### src/rtl/l3_shared_responder.sv
// rtl/l3_shared_responder.sv - four-core shared L3 responder with a direct-mapped cache over a 256-byte store
module l3_shared_responder #(
    parameter int MISS_LATENCY = 4
) (
    input  logic        clk,
    input  logic        rst_n,
    input  logic [31:0] req_addr,
    input  logic [3:0]  req_rd,
    input  logic [3:0]  req_wr,
    input  logic [31:0] req_wdata,
    output logic [31:0] rsp_rdata,
    output logic [3:0]  rsp_valid,
    output logic [3:0]  rsp_ready,
    output logic [7:0]  hit_count,
    output logic [7:0]  miss_count
);
    typedef enum logic [1:0] {IDLE, LOOKUP, MISS_WAIT, RESPOND} state_e;

    state_e      state_q, state_d;
    logic [1:0]  last_grant_q, last_grant_d;
    logic [1:0]  gnt_q, gnt_d;
    logic [7:0]  addr_q, addr_d;
    logic [7:0]  wdata_q, wdata_d;
    logic        wr_q, wr_d;
    logic [3:0]  cnt_q, cnt_d;
    logic [15:0] valid_q, valid_d;
    logic [31:0] rdata_q, rdata_d;
    logic [7:0]  hit_q, hit_d;
    logic [7:0]  miss_q, miss_d;

    // Backing store and cache payload are not reset; only the valid bits are.
    logic [7:0]  mem_q [256];
    logic [7:0]  line_data_q [16];
    logic [3:0]  line_tag_q [16];

    logic [3:0]  pending;
    logic [3:0]  idx;
    logic [3:0]  tag;
    logic        tag_hit;
    logic        mem_we;
    logic        line_wr;
    logic        line_fill;
    logic        found;
    logic [1:0]  cand;
    logic [1:0]  sel;

    assign pending    = req_rd | req_wr;
    assign idx        = addr_q[3:0];
    assign tag        = addr_q[7:4];
    assign tag_hit    = valid_q[idx] && (line_tag_q[idx] == tag);
    assign rsp_rdata  = rdata_q;
    assign rsp_ready  = (state_q == IDLE) ? 4'hF : 4'h0;
    assign hit_count  = hit_q;
    assign miss_count = miss_q;

    // Round-robin pick: first pending core after the last one served.
    always_comb begin
        found = 1'b0;
        sel   = last_grant_q;
        cand  = '0;
        for (int k = 1; k <= 4; k++) begin
            cand = last_grant_q + 2'(k);
            if (!found && pending[cand]) begin
                found = 1'b1;
                sel   = cand;
            end
        end
    end

    // Completion pulse goes only to the core being served.
    always_comb begin
        rsp_valid = '0;
        if (state_q == RESPOND) begin
            rsp_valid[gnt_q] = 1'b1;
        end
    end

    // Next-state and datapath control for the single-transaction FSM.
    always_comb begin
        state_d      = state_q;
        last_grant_d = last_grant_q;
        gnt_d        = gnt_q;
        addr_d       = addr_q;
        wdata_d      = wdata_q;
        wr_d         = wr_q;
        cnt_d        = cnt_q;
        valid_d      = valid_q;
        rdata_d      = rdata_q;
        hit_d        = hit_q;
        miss_d       = miss_q;
        mem_we       = 1'b0;
        line_wr      = 1'b0;
        line_fill    = 1'b0;
        case (state_q)
            IDLE: begin
                if (found) begin
                    gnt_d        = sel;
                    last_grant_d = sel;
                    addr_d       = req_addr[{sel, 3'b000} +: 8];
                    wdata_d      = req_wdata[{sel, 3'b000} +: 8];
                    wr_d         = req_wr[sel];
                    state_d      = LOOKUP;
                end
            end
            LOOKUP: begin
                if (wr_q) begin
                    mem_we  = 1'b1;
                    line_wr = tag_hit;
                    state_d = RESPOND;
                end else if (tag_hit) begin
                    rdata_d[{gnt_q, 3'b000} +: 8] = line_data_q[idx];
                    if (hit_q != 8'hFF) begin
                        hit_d = hit_q + 8'd1;
                    end
                    state_d = RESPOND;
                end else begin
                    cnt_d = 4'(MISS_LATENCY - 1);
                    if (miss_q != 8'hFF) begin
                        miss_d = miss_q + 8'd1;
                    end
                    state_d = MISS_WAIT;
                end
            end
            MISS_WAIT: begin
                if (cnt_q == 4'd0) begin
                    line_fill    = 1'b1;
                    valid_d[idx] = 1'b1;
                    rdata_d[{gnt_q, 3'b000} +: 8] = mem_q[addr_q];
                    state_d      = RESPOND;
                end else begin
                    cnt_d = cnt_q - 4'd1;
                end
            end
            RESPOND: begin
                state_d = IDLE;
            end
            default: begin
                state_d = IDLE;
            end
        endcase
    end

    // Control and status registers; reset aborts any transaction in flight.
    always_ff @(posedge clk or negedge rst_n) begin
        if (!rst_n) begin
            state_q      <= IDLE;
            last_grant_q <= 2'd3;
            gnt_q        <= '0;
            addr_q       <= '0;
            wdata_q      <= '0;
            wr_q         <= 1'b0;
            cnt_q        <= '0;
            valid_q      <= '0;
            rdata_q      <= '0;
            hit_q        <= '0;
            miss_q       <= '0;
        end else begin
            state_q      <= state_d;
            last_grant_q <= last_grant_d;
            gnt_q        <= gnt_d;
            addr_q       <= addr_d;
            wdata_q      <= wdata_d;
            wr_q         <= wr_d;
            cnt_q        <= cnt_d;
            valid_q      <= valid_d;
            rdata_q      <= rdata_d;
            hit_q        <= hit_d;
            miss_q       <= miss_d;
        end
    end

    // Storage writes: write-through to the store, line update on write hit, line fill on miss.
    always_ff @(posedge clk) begin
        if (mem_we) begin
            mem_q[addr_q] <= wdata_q;
        end
        if (line_wr) begin
            line_data_q[idx] <= wdata_q;
        end
        if (line_fill) begin
            line_data_q[idx] <= mem_q[addr_q];
            line_tag_q[idx]  <= tag;
        end
    end
endmodule

### config.mk
export PLATFORM = sky130hd
export DESIGN_NAME = l3_shared_responder
export DESIGN_NICKNAME = d
export VERILOG_FILES = /design/src/rtl/l3_shared_responder.sv
export SDC_FILE = /design/constraint.sdc
export NUM_CORES = 2
export LEC_CHECK = 0
export BUFFER_PORTS_ARGS = -buffer_cell sky130_fd_sc_hd__buf_2
export CAP_MARGIN = 20
export CELL_PAD_IN_SITES_DETAIL_PLACEMENT = 1
export CELL_PAD_IN_SITES_GLOBAL_PLACEMENT = 1
export CORE_ASPECT_RATIO = 0.75
export CORE_UTILIZATION = 47
export CTS_CLUSTER_SIZE = 16
export DETAILED_ROUTE_END_ITERATION = 10
export PLACE_DENSITY = 0.66
export REMOVE_ABC_BUFFERS = 1
export SETUP_SLACK_MARGIN = 0.2
export SYNTH_ARGS = -nofsm -noshare
export SYNTH_HDL_FRONTEND = slang
export SYNTH_SLANG_ARGS = --single-unit
### constraint.sdc
create_clock -name clk -period 10.96 [get_ports clk]
set_clock_uncertainty 0.05 [all_clocks]
set_input_delay 0 -clock clk [delete_from_list [all_inputs] [get_ports clk]]
set_output_delay 0 -clock clk [all_outputs]
set_load 0.05 [all_outputs]
==> metrics.txt <==
status=finished clean; final setup violating endpoints=0; internal power=18.4 mW; Tcrit/Tclk final=55.6%; leakage power=33.9 nW; grt ovf=0; wire length per cell=33.4 um; ys async rst share=3.90%; CP Max Fanout=37; Synth Warn #=0; crit path time final=6.09 ns; most used cell along the critical path=buf_4; Hold Crit Class=input pin to flop; Layout Utilization=53.2%; pin count of the biggest net entering global routing=113; Root Driver=clkbuf_16; PD cells=278 nW/um^2; CTS clk-pin slew, worst paths=0.06 ns; Num CTS Buffers=217; drt drc=0; element type at the critical path end=flop; synthesized area=92200 um^2; Max-slew headroom=17.5%; first-pass iteration count of the detailed router=5; commonest non-fill, non-tap cell in the layout=edfxtp_1; Overall Power=28.8 mW; layout cells sized above 1=19.5%; Max Slew Vio Count=0; Ports=130; Initial DRC Count=6372; Hold Violations, Final=0; combinational power share=32.8%; CTS tree=done; IO buf count=129; Final TNS setup=0 ns; Synth Register Bits=2331; Max-Cap Viols=0; Worst-Margin Slew=1.22 ns; Via Count=49.2k; CP required=11.62 ns; fillers=17.3k; Worst-Skew Late Latency=0.87 ns; Mapped Cells=4869; Clock Path Buffers=3; DP Worst Slack=4.95 ns; Fmax=0.164 GHz; row cnt=140; P_sw=10.3 mW; ANT nets after route=0; hpwl dp=163000 um; core footprint=195000 um^2; Initial Utilization=47.4%; area of placed instances=95800 um^2; vias in the first global route=49.5k; Reg power frac=41.0%; design area=104000 um^2; Syn-to-layout area delta=12.3%; Synth cell types=82; most frequent cells in the layout=edfxtp_1 (2240), mux2i_1 (526), nor2_1 (323); register area share after synthesis=75.4%; Post-synth EDFFs=2240; H-tree depth=4; Chip Width=514 um; kind of critical path=flop to flop; crit-path max cell delay=0.82 ns; area of the multi-input gates=21100 um^2; Cell Chain, Critical Path=buf_4 > buf_4 > buf_4 > nand2b_1 > o22a_1 > o31ai_1 > a211oi_1 > a211o_1 > o41ai_2 > o21ai_0 > buf_4; register area=69600 um^2; WL final=265000 um; first-pass GRT wire length=374000 um; antenna violations before repair=17; final net count=5217; Post CTS Setup Buffer Count=0; critical path launch point type=flop; clock sinks=2331; CP max-delay cell=o21ai_0; clock share of power=26.3%; GPL Wtd Cong=0.838; Peak VDD IR=0.000199 V; Mean Syn Cell Area=18.9 um^2; Final WS setup=4.87 ns; switching power share of the total=35.9%; DR vias/cell=6.20; predominant post-synthesis flop cell=edfxtp_1; full die area=198000 um^2; Data arrival, critical path=6.75 ns; Die H=386 um; RSZ-0062 raised after global routing=no; GRT Total Usage=26.6%
synth_stat cells (20+ instances only):
cell type  instances  area share [%]
dfrtp_1           89             2.4
buf_2             78            0.42
mux2i_1          526             5.7
mux2_2            54            0.66
nand4_1           20            0.14
a22oi_1          160             1.3
buf_6             37            0.45
o2bb2ai_1         21            0.20
o21ai_0           38            0.21
a41oi_1           22            0.21
edfxtp_1        2240              73
nand2_1           90            0.37
a21oi_1           90            0.49
nor2_1           328             1.3
o22ai_1           98            0.66
and3_1            20            0.14
nand3_1           95            0.52
buf_4             42            0.34
mux4_2           312             7.6
o221ai_1          35            0.33
nor3_1            40            0.22
clkbuf_1         129            0.53
cell type report:
cell class,instances,share of cell area (%)
clock buffers,269,5.55
well taps,2627,3.17
diodes,2,0.00483
multi-input cells,2222,20.4
clock inverters,133,1.19
flip-flops and latches,2331,67.2
inverters,17,0.0616
repair buffers,342,2.47
logic make-up (layout without fill, tap and decap cells):
logic type                 Yosys count  in the layout  synth area share, %
AOI/OAI and AO/OA                  584            584                 4.48
xor gates and xnor gates            20             20                0.198
adders and majority gates           12             12                0.163
buffers and inverters              316            761                 1.91
DFF                               2331           2331                 75.4
muxes                              905            905                 14.3
other                                0              2                    0
and+or+nand+nor                    701            701                 3.54
stage by stage:
| step | std cells | hold slack (ns) |
|---|---|---|
| finish | 7943 | 0.107 |
| global placement | 7458 | -0.0873 |
| floorplan | 4570 | -0.346 |
| CTS | 7928 | 0.0416 |
| detailed placement | 7461 | -0.0880 |
| global route | 7941 | 0.154 |
sequential cells by signal, indices dropped and copies added (netlist names):
signal / count
line_data_q: 128
miss_count: 8
addr_q: 8
state_q: 2
valid_q: 16
mem_q: 2048
wdata_q: 8
rsp_rdata: 32
wr_q: 1
cnt_q: 4
gnt_q: 2
hit_count: 8
line_tag_q: 64
last_grant_q: 2
worst max-delay path: cells and delay by family, from the launching register on:
kind                   cells  cell delay, ns
AO/OA/AOI/OAI              6            2.49
buffers and inverters      4            2.18
flip-flops                 1            0.77
AND/OR/NAND/NOR            1            0.33
power by group through the flow:
stage | Combinational (mW) | Clock, mW | Sequential [mW]
after floorplan | 5.53 | 0 | 13.2
after global placement | 9.00 | 0 | 12.0
after detailed placement | 9.15 | 0 | 12.0
after CTS | 9.34 | 7.63 | 11.8
after global routing | 9.83 | 7.90 | 11.8
final | 9.43 | 7.55 | 11.8
metal layers:
layer	part of all wire [%]	track usage, %
met4	2.0	5.76
met2	44	38.9
met1	44	40.4
met5	0.010	0
met3	9.3	6.58
worst paths after layout:
check                                 from                  to  slack [ns]  cells past startpoint
worst min-delay path             req_rd[1]            gnt_q[1]        0.11                      7
min in group asynchronous            rst_n           addr_q[2]        0.14                      4
worst max-delay path             addr_q[0]  line_data_q[15][6]        4.87                     11
max in group asynchronous            rst_n          wdata_q[4]        9.73                      4
worst min register to register  valid_q[3]          valid_q[3]        0.42                      1
worst max register to register   addr_q[0]  line_data_q[15][6]        4.87                     11
what timing repair did:
action / in CTS / in global routing
hold endpoints to repair: 113 / 0
hold buffers: 65 / 0
resized for setup: 0 / 0
Note: power is estimated with default switching activity, not from simulation.
